--- config.mk ---
export PLATFORM = sky130hd
export DESIGN_NAME = sram_mem_ctrl
export DESIGN_NICKNAME = d
export VERILOG_FILES = /design/src/rtl/sram_mem_ctrl.sv
export SDC_FILE = /design/constraint.sdc
export NUM_CORES = 1
export LEC_CHECK = 0
export CORE_ASPECT_RATIO = 0.7
export CORE_MARGIN = 2
export CORE_UTILIZATION = 40
export CTS_BUF_LIST = sky130_fd_sc_hd__clkbuf_4 sky130_fd_sc_hd__clkbuf_8
export DETAILED_ROUTE_END_ITERATION = 6
export PLACE_DENSITY = 0.73
export SLEW_MARGIN = 20
export SYNTH_ARGS = -nofsm -noshare
export SYNTH_HDL_FRONTEND = slang
export SYNTH_SLANG_ARGS = --single-unit
--- constraint.sdc ---
create_clock -name clk -period 2.6 [get_ports clk]
set_input_delay 0.52 -clock clk [delete_from_list [all_inputs] [get_ports clk]]
set_output_delay 0.52 -clock clk [all_outputs]
set_load 0.02 [all_outputs]
--- src/rtl/sram_mem_ctrl.sv ---
// MEM-stage data-memory controller: one 32-bit load/store becomes two
// 16-bit SRAM phases, with freeze holding the pipeline until ready.
module sram_mem_ctrl #(
  parameter int ADDRESS_LEN = 32,
  parameter int SRAM_AW     = 18,
  parameter int BASE_ADDR   = 1024,
  parameter int WAIT_CYCLES = 3
) (
  input  logic                   clk,
  input  logic                   rst,
  input  logic                   MEM_read,
  input  logic                   MEM_write,
  input  logic [ADDRESS_LEN-1:0] address,
  input  logic [ADDRESS_LEN-1:0] ST_value,
  output logic [ADDRESS_LEN-1:0] MEM_out,
  output logic                   ready,
  output logic                   freeze,
  output logic [SRAM_AW-1:0]     SRAM_ADDR,
  output logic [15:0]            SRAM_DQ_out,
  input  logic [15:0]            SRAM_DQ_in,
  output logic                   SRAM_DQ_oe,
  output logic                   SRAM_WE_N
);

  localparam int CW = (WAIT_CYCLES > 1) ? $clog2(WAIT_CYCLES) : 1;
  localparam logic [CW-1:0] LAST = CW'(WAIT_CYCLES - 1);
  localparam int WW = SRAM_AW - 1;

  typedef enum logic [2:0] {
    IDLE,
    RD_LO,
    RD_HI,
    WR_LO,
    WR_HI,
    DONE
  } state_t;

  state_t state, state_n;

  logic [CW-1:0]          cnt, cnt_n;
  logic [WW-1:0]          word, word_n;
  logic [ADDRESS_LEN-1:0] data, data_n;
  logic [ADDRESS_LEN-1:0] out_n;
  logic                   ready_n;
  logic [SRAM_AW-1:0]     addr_n;
  logic [15:0]            dq_n;
  logic                   oe_n;
  logic                   we_n_n;

  logic [ADDRESS_LEN-1:0] offs;
  logic [WW-1:0]          widx;
  logic                   last;

  // Offset wraps modulo 2^ADDRESS_LEN; byte lane bits are dropped.
  assign offs = address - ADDRESS_LEN'(BASE_ADDR);
  assign widx = offs[WW+1:2];
  assign last = (cnt == LAST);

  logic unused_offs;
  assign unused_offs = ^{offs[ADDRESS_LEN-1:WW+2], offs[1:0]};

  assign freeze = (MEM_read | MEM_write) & ~ready;

  always_comb begin
    state_n = state;
    cnt_n   = cnt;
    word_n  = word;
    data_n  = data;
    out_n   = MEM_out;
    ready_n = 1'b0;
    addr_n  = SRAM_ADDR;
    dq_n    = SRAM_DQ_out;
    oe_n    = 1'b0;
    we_n_n  = 1'b1;
    unique case (state)
      IDLE: begin
        cnt_n = '0;
        if (MEM_write) begin
          word_n  = widx;
          data_n  = ST_value;
          addr_n  = {widx, 1'b0};
          dq_n    = ST_value[15:0];
          oe_n    = 1'b1;
          we_n_n  = 1'b0;
          state_n = WR_LO;
        end else if (MEM_read) begin
          word_n  = widx;
          addr_n  = {widx, 1'b0};
          state_n = RD_LO;
        end
      end
      RD_LO: begin
        if (last) begin
          out_n[15:0] = SRAM_DQ_in;
          cnt_n       = '0;
          addr_n      = {word, 1'b1};
          state_n     = RD_HI;
        end else begin
          cnt_n = cnt + 1'b1;
        end
      end
      RD_HI: begin
        if (last) begin
          out_n[31:16] = SRAM_DQ_in;
          cnt_n        = '0;
          ready_n      = 1'b1;
          state_n      = DONE;
        end else begin
          cnt_n = cnt + 1'b1;
        end
      end
      WR_LO: begin
        oe_n   = 1'b1;
        we_n_n = 1'b0;
        if (last) begin
          cnt_n   = '0;
          addr_n  = {word, 1'b1};
          dq_n    = data[31:16];
          state_n = WR_HI;
        end else begin
          cnt_n = cnt + 1'b1;
        end
      end
      WR_HI: begin
        if (last) begin
          cnt_n   = '0;
          ready_n = 1'b1;
          state_n = DONE;
        end else begin
          oe_n   = 1'b1;
          we_n_n = 1'b0;
          cnt_n  = cnt + 1'b1;
        end
      end
      DONE: begin
        state_n = IDLE;
      end
      default: begin
        state_n = IDLE;
      end
    endcase
  end

  always_ff @(posedge clk) begin
    if (rst) begin
      state       <= IDLE;
      cnt         <= '0;
      word        <= '0;
      data        <= '0;
      MEM_out     <= '0;
      ready       <= 1'b0;
      SRAM_ADDR   <= '0;
      SRAM_DQ_out <= '0;
      SRAM_DQ_oe  <= 1'b0;
      SRAM_WE_N   <= 1'b1;
    end else begin
      state       <= state_n;
      cnt         <= cnt_n;
      word        <= word_n;
      data        <= data_n;
      MEM_out     <= out_n;
      ready       <= ready_n;
      SRAM_ADDR   <= addr_n;
      SRAM_DQ_out <= dq_n;
      SRAM_DQ_oe  <= oe_n;
      SRAM_WE_N   <= we_n_n;
    end
  end

endmodule

==> results of run 1 <==
## cell families (layout without fill, tap and decap cells)
| kind of cell | after synthesis | in the layout | share of synthesized area |
|---|---|---|---|
| fa+ha+maj | 1 | 1 | 0.00291 |
| mux | 2 | 2 | 0.00465 |
| flops | 107 | 107 | 0.498 |
| buf+inv | 46 | 173 | 0.0462 |
| compound gates | 126 | 126 | 0.189 |
| simple gates | 254 | 254 | 0.250 |
| xor+xnor | 5 | 5 | 0.0102 |
## worst min-delay path: stages (launching register included)
cell and delay, ns:
sky130_fd_sc_hd__dfxtp_1 0.32, sky130_fd_sc_hd__nand2_1 0.05, sky130_fd_sc_hd__a21oi_1 0.05
## through the flow
stage,cells,cell area (sq um),util,power (mW),hold slack (ns)
after global routing,800,6000,0.578,4.39,0.478
after CTS,800,6000,0.577,4.18,0.461
after floorplan,541,4310,-,2.71,0.437
final,800,6000,0.578,4.15,0.455
after global placement,785,5810,0.559,3.18,0.441
after detailed placement,785,5810,0.559,3.21,0.448
## power by group
part,internal [mW],total (mW),switching (mW)
Sequential,1.83,1.96,0.127
Combinational,0.538,1.22,0.677
Clock,0.444,0.970,0.525
Total,2.82,4.15,1.33
## routing by layer
| layer | share of wire | global-route usage | vias up |
|---|---|---|---|
| li1 | - | - | 2093 |
| met1 | 0.46 | 0.266 | 1945 |
| met2 | 0.44 | 0.311 | 136 |
| met3 | 0.089 | 0.0823 | 8 |
| met4 | 0.0066 | 0.0568 | 0 |
| met5 | 0 | 0 | - |
## placed cells by master (no fill, tap or decap), types with 4 or more instances in the layout
cell type,instances
sky130_fd_sc_hd__nand2_1,157
sky130_fd_sc_hd__clkdlybuf4s50_1,137
sky130_fd_sc_hd__dfxtp_1,107
sky130_fd_sc_hd__a21oi_1,63
sky130_fd_sc_hd__nor2_1,47
sky130_fd_sc_hd__a311oi_1,25
sky130_fd_sc_hd__nand3_1,17
sky130_fd_sc_hd__buf_4,17
sky130_fd_sc_hd__clkbuf_8,12
sky130_fd_sc_hd__a211oi_1,11
sky130_fd_sc_hd__o21ai_0,7
sky130_fd_sc_hd__nor3_1,5
sky130_fd_sc_hd__or3_1,4
sky130_fd_sc_hd__xnor2_1,4
sky130_fd_sc_hd__o211ai_1,4
## cell type report
class	count	area share
Sequential cell	107	0.357
Multi-Input combinational cell	388	0.330
Timing Repair Buffer	155	0.253
Clock buffer	14	0.0300
Tap cell	132	0.0275
Inverter	3	0.00188
Clock inverter	1	0.00125
## how the worst max path moves through the flow
stage	from	to	slack, ns	cells past startpoint
final	MEM_write	freeze	0.22	4
after global routing	MEM_write	freeze	0.13	4
after CTS	MEM_write	freeze	0.21	4
after detailed placement	address[11]	SRAM_ADDR[15]	0.01	7
after global placement	address[10]	SRAM_ADDR[15]	0.06	7
after floorplan	address[10]	SRAM_ADDR[15]	0.57	6
## flip-flops by register name, indices dropped and copies added, names as in the netlist
signal and flops:
word 17, ready 1, SRAM_DQ_out 16, cnt 2, SRAM_ADDR 18, MEM_out 32, SRAM_WE_N 1, SRAM_DQ_oe 1
state 3, data 16
==> impl_metrics.toml, run 1 <==
[outcome]
status = "completed"

[sta]
report.final.hold_viol_count = 0
finalWorstPathRequiredPeriod_ns = 2.38
post-route-period-util = 0.915
skew_ns = 0.00736
max_clock_freq_ghz = 0.420
worst_slew_margin_rel = 0.544
setup_viol_count_final = 0
worst_margin_slew_ns = 0.680
post-route-worst-setup-slack_ns = 0.221
totalNegativeSetupSlack_ns = 0
finalMaxSlewViolations = 0
grt_setup_unrepaired = "false"

[placed_design]
place.port_buffers = 138
detailed_place_hpwl_mm = 8.38
routability_cong = 0.786
placement.setup.worst_slack_ns = 0.0113

[final_layout]
combined_area_of_the_multi_input_logic_cells_sq_um = 1980
filler_cell_count = 959
regArea_sq_um = 2140
final_nets = 749
n_antenna_cell = 0
area.growth.synth_to_final_pct = 39.4
post_route_cells_drive_above_1_share = 0.0674

[synthesis]
ys_top_cells_by_count = "sky130_fd_sc_hd__nand2_1 (157), sky130_fd_sc_hd__dfxtp_1 (107), sky130_fd_sc_hd__a21oi_1 (63), sky130_fd_sc_hd__nor2_1 (47), sky130_fd_sc_hd__clkbuf_1 (27)"
postSynth.topFlopCell = "sky130_fd_sc_hd__dfxtp_1"
number_of_storage_elements_in_the_synthesis_netlist = 107
yosys-top-cells-area = "sky130_fd_sc_hd__dfxtp_1 (50%), sky130_fd_sc_hd__nand2_1 (14%), sky130_fd_sc_hd__a21oi_1 (7.3%), sky130_fd_sc_hd__a311oi_1 (5.1%), sky130_fd_sc_hd__nor2_1 (4.1%)"
synth_enable_flop_cells = 0
synth.most_common_cell = "sky130_fd_sc_hd__nand2_1"
syn_inst = 541
synth_top_area_frac = 0.498
async_set_or_reset_flop_fraction_in_the_synthesized_netlist = 0
seq_area_frac_synth = 0.498
synth_fp_nets = 626
syn-cell-area_sq_um = 4310
cell_accounting_for_the_most_synthesized_area = "sky130_fd_sc_hd__dfxtp_1"
synth_cell_types = 49
avgSynthCellArea_sq_um = 7.96
yosys_warnings = 0

[clock_network]
buffers_inserted_by_post_cts_timing_repair = 0
cts_buffers = 9
number_of_h_tree_levels = 3
ctsLongestPathBuffers = 2
clkLatencyLatePin_ns = 0.37
hold_buffers = 0
path_clk_slew_ns = 0.09
clock_root_buffer = "sky130_fd_sc_hd__clkbuf_8"
tritoncts_clock_tree = "yes"
post_cts_resize_count = 0
cts.sinks = 107

[drt]
drt_pass1_iterations = 6
viasPerCell = 5.23
wirelength_mm = 11.8
drc = 0
vias = 4182
ant_nets = 0
initialDrtViolationCount = 320
wl_per_cell_um = 14.7

[critical_path]
data_arrival_time_of_the_critical_path_ns = 1.86
worst_r2r_endpoint = "SRAM_DQ_out[12]"
path_buf_inv = 2
worst-r2r-cell-count = 4
rrSetupSlack_ns = 0.63
worst_setup_path_end_kind = "primary output"
worst_path_largest_cell_delay_ns = 0.62
timing_worst_setup_path_type = "input port to primary output"
path_delay_family = "buffers and inverters"
crit_fanout = 5
worstPathCellList = "clkdlybuf4s50_1 -> nor2_1 -> nor2_1 -> clkdlybuf4s50_1"
worst_setup_path_start_kind = "input port"
crit-reg2reg-launch = "state[0]"
crit_path_top_delay_cell = "sky130_fd_sc_hd__clkdlybuf4s50_1"
cp_data_required_time_ns = 2.08

[die]
die-area_sq_um = 11600
initial_core_util = 0.414
die_width_um = 128
num_rows = 31
floorplan.io_pins = 154
fp.dieH_um = 90.8
floorplan.core_area_sq_um = 10400

[power_and_ir_drop]
ir_worst_vdd_uv = 351
power_per_unit_of_standard_cell_area_nw_per_um2 = 691
leakage_power_of_the_design_nw = 2.11

[grt]
grt_max_degree = 49
grt_first_pass_wirelength_mm = 19.1
grt_pass1_vias = 3949
track_usage = 0.204
antenna_found_initial = 0
grt_remaining_overflow = 0

[worst_hold_path]
holdCritStartpoint = "SRAM_ADDR[9]"
hold_path_end = "SRAM_ADDR[9]"
hold-path-cell-count = 2
hold_class = "flip-flop to flip-flop"

[job]
max_cap_viol_count = 0
(Power assumes the default switching activity.)
==> inputs of run 2 (changes only) <==
--- a/config.mk
+++ b/config.mk
@@ -5,10 +5,11 @@
 export SDC_FILE = /design/constraint.sdc
 export NUM_CORES = 1
 export LEC_CHECK = 0
+export ABC_CLOCK_PERIOD_IN_PS = 2600
 export CORE_ASPECT_RATIO = 0.7
 export CORE_MARGIN = 2
 export CORE_UTILIZATION = 40
-export CTS_BUF_LIST = sky130_fd_sc_hd__clkbuf_4 sky130_fd_sc_hd__clkbuf_8
+export CTS_BUF_LIST = sky130_fd_sc_hd__clkbuf_16
 export DETAILED_ROUTE_END_ITERATION = 6
 export PLACE_DENSITY = 0.73
 export SLEW_MARGIN = 20
==> run 2 against run 1 <==
Effect of this change: worst hold slack got worse by 0.0037 ns; wire length rose by 1.4%; core utilization rose by 0.61 points.
==> impl_metrics.toml, run 2 (synthesized netlist as in run 1, its figures left out) <==
[outcome]
status = "completed"

[final_layout]
fin_cells = 800
reg_top3 = "MEM_out: 32 flops, SRAM_ADDR: 18 flops, word: 17 flops"
most-common-layout-cells = "sky130_fd_sc_hd__nand2_1 (157), sky130_fd_sc_hd__clkdlybuf4s50_1 (137), sky130_fd_sc_hd__dfxtp_1 (107)"
register_with_the_most_flip_flops = "MEM_out"
final_nets = 749
post_route_cells_drive_above_1_share = 0.0599
n_antenna_cell = 0
finish.utilization = 0.584
largest_reg_flops = 32
filler_cell_count = 962
combined_area_of_the_multi_input_logic_cells_sq_um = 1980
regArea_sq_um = 2140
layout.cells.most_common = "sky130_fd_sc_hd__nand2_1"
fin_area_sq_um = 6070
area.growth.synth_to_final_pct = 40.9

[drt]
viasPerCell = 5.22
wl_per_cell_um = 14.9
vias = 4176
drt_pass1_iterations = 5
initialDrtViolationCount = 285
wirelength_mm = 12.0
drc = 0
ant_nets = 0

[power_and_ir_drop]
leakage_power_of_the_design_nw = 2.14
power_per_unit_of_standard_cell_area_nw_per_um2 = 721
ir_worst_vdd_uv = 380

[die]
floorplan.core_area_sq_um = 10400
fp.dieH_um = 90.8
die-area_sq_um = 11600
die_width_um = 128
initial_core_util = 0.414
floorplan.io_pins = 154
num_rows = 31

[clock_network]
post_cts_resize_count = 0
number_of_h_tree_levels = 3
path_clk_slew_ns = 0.07
hold_buffers = 0
cts_buffers = 9
clock_root_buffer = "sky130_fd_sc_hd__clkbuf_16"
buffers_inserted_by_post_cts_timing_repair = 0
clkLatencyLatePin_ns = 0.35
ctsLongestPathBuffers = 2
cts.sinks = 107
tritoncts_clock_tree = "yes"

[placed_design]
detailed_place_hpwl_mm = 8.38
routability_cong = 0.786
placed_cell_area_sq_um = 5810
place.port_buffers = 138
placedCellCount = 785

[sta]
worst_slew_margin_rel = 0.534
setup_viol_count_final = 0
worst_margin_slew_ns = 0.695
finalMaxSlewViolations = 0
skew_ns = 0.00656
max_clock_freq_ghz = 0.419
totalNegativeSetupSlack_ns = 0
grt_setup_unrepaired = "false"
post-route-period-util = 0.917
report.final.hold_viol_count = 0
finalWorstPathRequiredPeriod_ns = 2.38

[worst_hold_path]
hold_class = "flip-flop to flip-flop"
holdCritStartpoint = "SRAM_ADDR[9]"
hold_path_end = "SRAM_ADDR[9]"
hold-path-cell-count = 2

[critical_path]
crit_fanout = 5
worst_setup_path_end_kind = "primary output"
rrSetupSlack_ns = 0.65
worst_r2r_endpoint = "SRAM_ADDR[6]"
data_arrival_time_of_the_critical_path_ns = 1.86
worst-r2r-cell-count = 5
crit-reg2reg-launch = "state[2]"
cp_data_required_time_ns = 2.08
worst_setup_path_start_kind = "input port"
timing_worst_setup_path_type = "input port to primary output"

[grt]
grt_first_pass_wirelength_mm = 19.2
grt_max_degree = 49
grt_remaining_overflow = 0
grt_pass1_vias = 3981
track_usage = 0.206
antenna_found_initial = 0

[job]
max_cap_viol_count = 0
-- run 2: layout make-up --
class / count / share of cell area
inverters: 3 / 0.00186
clock inverters: 6 / 0.00433
multi-input cells: 388 / 0.326
clock buffers: 9 / 0.0371
flip-flops and latches: 107 / 0.353
repair buffers: 155 / 0.250
well taps: 132 / 0.0272
-- run 2: report_power, final --
| part | switching [mW] | internal [mW] |
|---|---|---|
| Combinational | 0.680 | 0.538 |
| Clock | 0.569 | 0.627 |
| Sequential | 0.127 | 1.84 |
-- run 2: critical path, cell delays in order --
cell and delay (ns):
sky130_fd_sc_hd__clkdlybuf4s50_1 0.53, sky130_fd_sc_hd__nor2_1 0.10, sky130_fd_sc_hd__nor2_1 0.09, sky130_fd_sc_hd__clkdlybuf4s50_1 0.62
-- run 2: stage by stage --
stage / hold WS [ns] / setup WS (ns) / total power, mW
finish: 0.452 / 0.216 / 4.38
detailed placement: 0.448 / 0.0113 / 3.21
global route: 0.473 / 0.132 / 4.61
global placement: 0.441 / 0.0599 / 3.18
CTS: 0.457 / 0.209 / 4.41
floorplan: 0.437 / 0.565 / 2.71
-- run 2: metal layers --
layer | global-route usage | vias up | share of wire
li1 | - | 2093 | -
met1 | 0.267 | 1937 | 0.46
met2 | 0.314 | 138 | 0.44
met3 | 0.0841 | 8 | 0.089
met4 | 0.0586 | 0 | 0.0081
met5 | 0 | - | 0
-- run 2: worst max-delay path by stage --
| stage | startpoint | end | slack, ns | cells after the start |
|---|---|---|---|---|
| after global placement | address[10] | SRAM_ADDR[15] | 0.06 | 7 |
| after detailed placement | address[11] | SRAM_ADDR[15] | 0.01 | 7 |
| after CTS | MEM_write | freeze | 0.21 | 4 |
| after floorplan | address[10] | SRAM_ADDR[15] | 0.57 | 6 |
| after global routing | MEM_write | freeze | 0.13 | 4 |
| final | MEM_write | freeze | 0.22 | 4 |
==> inputs of run 3 (changes only) <==
--- a/config.mk
+++ b/config.mk
@@ -11,7 +11,9 @@
 export CORE_UTILIZATION = 40
 export CTS_BUF_LIST = sky130_fd_sc_hd__clkbuf_16
 export DETAILED_ROUTE_END_ITERATION = 6
+export GPL_TIMING_DRIVEN = 0
 export PLACE_DENSITY = 0.73
+export SETUP_SLACK_MARGIN = 0.1
 export SLEW_MARGIN = 20
 export SYNTH_ARGS = -nofsm -noshare
 export SYNTH_HDL_FRONTEND = slang
==> run 3 against run 2 <==
Effect of this change: register-to-register slack got worse by 0.14 ns; fmax decreased by 0.69%; final cell count increased by 3.1%; sequential share of layout area decreased by 0.33 points; clock skew decreased by 0.0014 ns; critical path depth increased by 3; global-route usage increased by 1.7 points; die area unchanged; total power increased by 2.9%; core utilization increased by 0.55 points; cell area increased by 0.95%; sequential cell count unchanged; critical path type is now input port to flip-flop; critical endpoint is now SRAM_ADDR[15].
==> impl_metrics.toml, run 3 (synthesized netlist as in run 1, its figures left out) <==
[final_layout]
most-common-layout-cells = "sky130_fd_sc_hd__nand2_1 (157), sky130_fd_sc_hd__clkdlybuf4s50_1 (135), sky130_fd_sc_hd__dfxtp_1 (107)"
layout.cells.most_common = "sky130_fd_sc_hd__nand2_1"
post_route_cells_drive_above_1_share = 0.0505
reg_top3 = "MEM_out: 32 flops, SRAM_ADDR: 18 flops, word: 17 flops"
combined_area_of_the_multi_input_logic_cells_sq_um = 1970
finish.utilization = 0.589
largest_reg_flops = 32
final_nets = 774
regArea_sq_um = 2140
n_antenna_cell = 0
register_with_the_most_flip_flops = "MEM_out"
filler_cell_count = 934
area.growth.synth_to_final_pct = 42.3

[critical_path]
data_arrival_time_of_the_critical_path_ns = 2.68
crit-reg2reg-launch = "state[2]"
path_delay_family = "simple AND/OR/NAND/NOR gates"
path_buf_inv = 2
worst_path_largest_cell_delay_ns = 0.52
timing_worst_setup_path_type = "input port to flip-flop"
worst_setup_path_start_kind = "input port"
worst-r2r-cell-count = 5
worstPathCellList = "clkdlybuf4s50_1 -> inv_1 -> ha_1 -> or4b_1 -> or3_1 -> a311o_1 -> a21oi_2"
worst_setup_path_end_kind = "flip-flop"
rrSetupSlack_ns = 0.51
crit_path_top_delay_cell = "sky130_fd_sc_hd__or4b_1"
crit_fanout = 4
worst_r2r_endpoint = "MEM_out[26]"
cp_data_required_time_ns = 2.88

[sta]
holdWs_ns = 0.453
finalMaxSlewViolations = 0
totalNegativeSetupSlack_ns = 0
setup_viol_count_final = 0
skew_ns = 0.00518
report.final.hold_viol_count = 0
post-route-period-util = 0.923
worst_slew_margin_rel = 0.433
post-route-worst-setup-slack_ns = 0.199
grt_setup_unrepaired = "false"
max_clock_freq_ghz = 0.417
worst_margin_slew_ns = 0.844
finalWorstPathRequiredPeriod_ns = 2.40

[clock_network]
cts.sinks = 107
cts_buffers = 9
ctsLongestPathBuffers = 2
hold_buffers = 0
path_clk_slew_ns = 0.07
clock_root_buffer = "sky130_fd_sc_hd__clkbuf_16"
clkLatencyLatePin_ns = 0.34
tritoncts_clock_tree = "yes"
number_of_h_tree_levels = 3

[outcome]
status = "completed"

[power_and_ir_drop]
power_switching_mw = 1.40
clockPowerShare = 0.286
ir_worst_vdd_uv = 340
netSwitchingFraction = 0.310
p_comb_frac = 0.281
power_per_unit_of_standard_cell_area_nw_per_um2 = 735
leakage_power_of_the_design_nw = 2.16
cellInternalPower_mw = 3.11
p_seq_frac = 0.433

[die]
die_width_um = 128
num_rows = 31
floorplan.core_area_sq_um = 10400
initial_core_util = 0.414
floorplan.io_pins = 154
fp.dieH_um = 90.8
die-area_sq_um = 11600

[worst_hold_path]
hold_path_end = "MEM_out[14]"
holdCritStartpoint = "MEM_out[14]"
hold_class = "flip-flop to flip-flop"
hold-path-cell-count = 2

[grt]
grt_pass1_vias = 4308
grt_remaining_overflow = 0
track_usage = 0.223
antenna_found_initial = 0
grt_first_pass_wirelength_mm = 20.6
grt_max_degree = 16

[drt]
viasPerCell = 5.32
initialDrtViolationCount = 345
drt_pass1_iterations = 5
wirelength_mm = 12.7
wl_per_cell_um = 15.4
vias = 4392
drc = 0
ant_nets = 0

[placed_design]
placement.setup.worst_slack_ns = -0.150
place.port_buffers = 137
routability_cong = 0.855
detailed_place_hpwl_mm = 9.58

[job]
max_cap_viol_count = 0
## run 3: cell types whose count changed in the layout (fill, tap and decap cells not counted), moves of 2 or more
cell	previous run	this run
sky130_fd_sc_hd__dlymetal6s2s_1	0	2
sky130_fd_sc_hd__buf_1	0	3
sky130_fd_sc_hd__clkdlybuf4s50_1	137	135
sky130_fd_sc_hd__clkbuf_1	0	27
sky130_fd_sc_hd__buf_4	17	4
sky130_fd_sc_hd__buf_2	0	9
## run 3: power groups by stage
stage / registers [mW] / clock network [mW] / logic [mW]
finish: 1.95 / 1.29 / 1.27
global route: 1.97 / 1.40 / 1.38
CTS: 1.95 / 1.32 / 1.27
detailed placement: 1.98 / 0 / 1.26
global placement: 1.97 / 0 / 1.23
floorplan: 2.10 / 0 / 0.612
## run 3: cell type report
type	instances	area share
Buffer	43	0.0306
Clock buffer	9	0.0368
Clock inverter	6	0.00817
Inverter	3	0.00184
Multi-Input combinational cell	388	0.321
Sequential cell	107	0.350
Tap cell	132	0.0270
Timing Repair Buffer	137	0.225
## run 3: layer usage
layer  GRT usage  wire [um]  up-vias
met3      0.0723       1070       20
li1            -          -     2158
met5           0          0        -
met2       0.348       5560      165
met1       0.295       5850     2049
met4      0.0641        203        0
## run 3: stage by stage
step	instances	power, mW	cell area [sq um]
after floorplan	541	2.71	4310
after global placement	810	3.21	5840
after detailed placement	810	3.24	5840
after CTS	825	4.54	6120
after global routing	825	4.76	6120
final	825	4.50	6120
## run 3: worst reg2reg max path, delay by kind of cell (launching register included)
family | cells | cell delay [ns]
simple gates | 2 | 0.86
buf+inv | 2 | 0.64
flops | 1 | 0.38
compound gates | 1 | 0.13
## run 3: how the worst max path moves through the flow
stage,from,to,cells past startpoint,slack [ns]
finish,address[11],SRAM_ADDR[15],7,0.20
global route,address[11],SRAM_ADDR[15],7,0.16
CTS,MEM_write,freeze,4,0.14
detailed placement,address[10],SRAM_ADDR[15],7,-0.15
global placement,address[10],SRAM_ADDR[15],7,-0.10
floorplan,address[10],SRAM_ADDR[15],6,0.57
## run 3: what timing repair did
action | 4_1_cts | 5_1_grt
setup buffers | 0 | 0
setup endpoints to repair | 1 | 3
resized for setup | 1 | 2
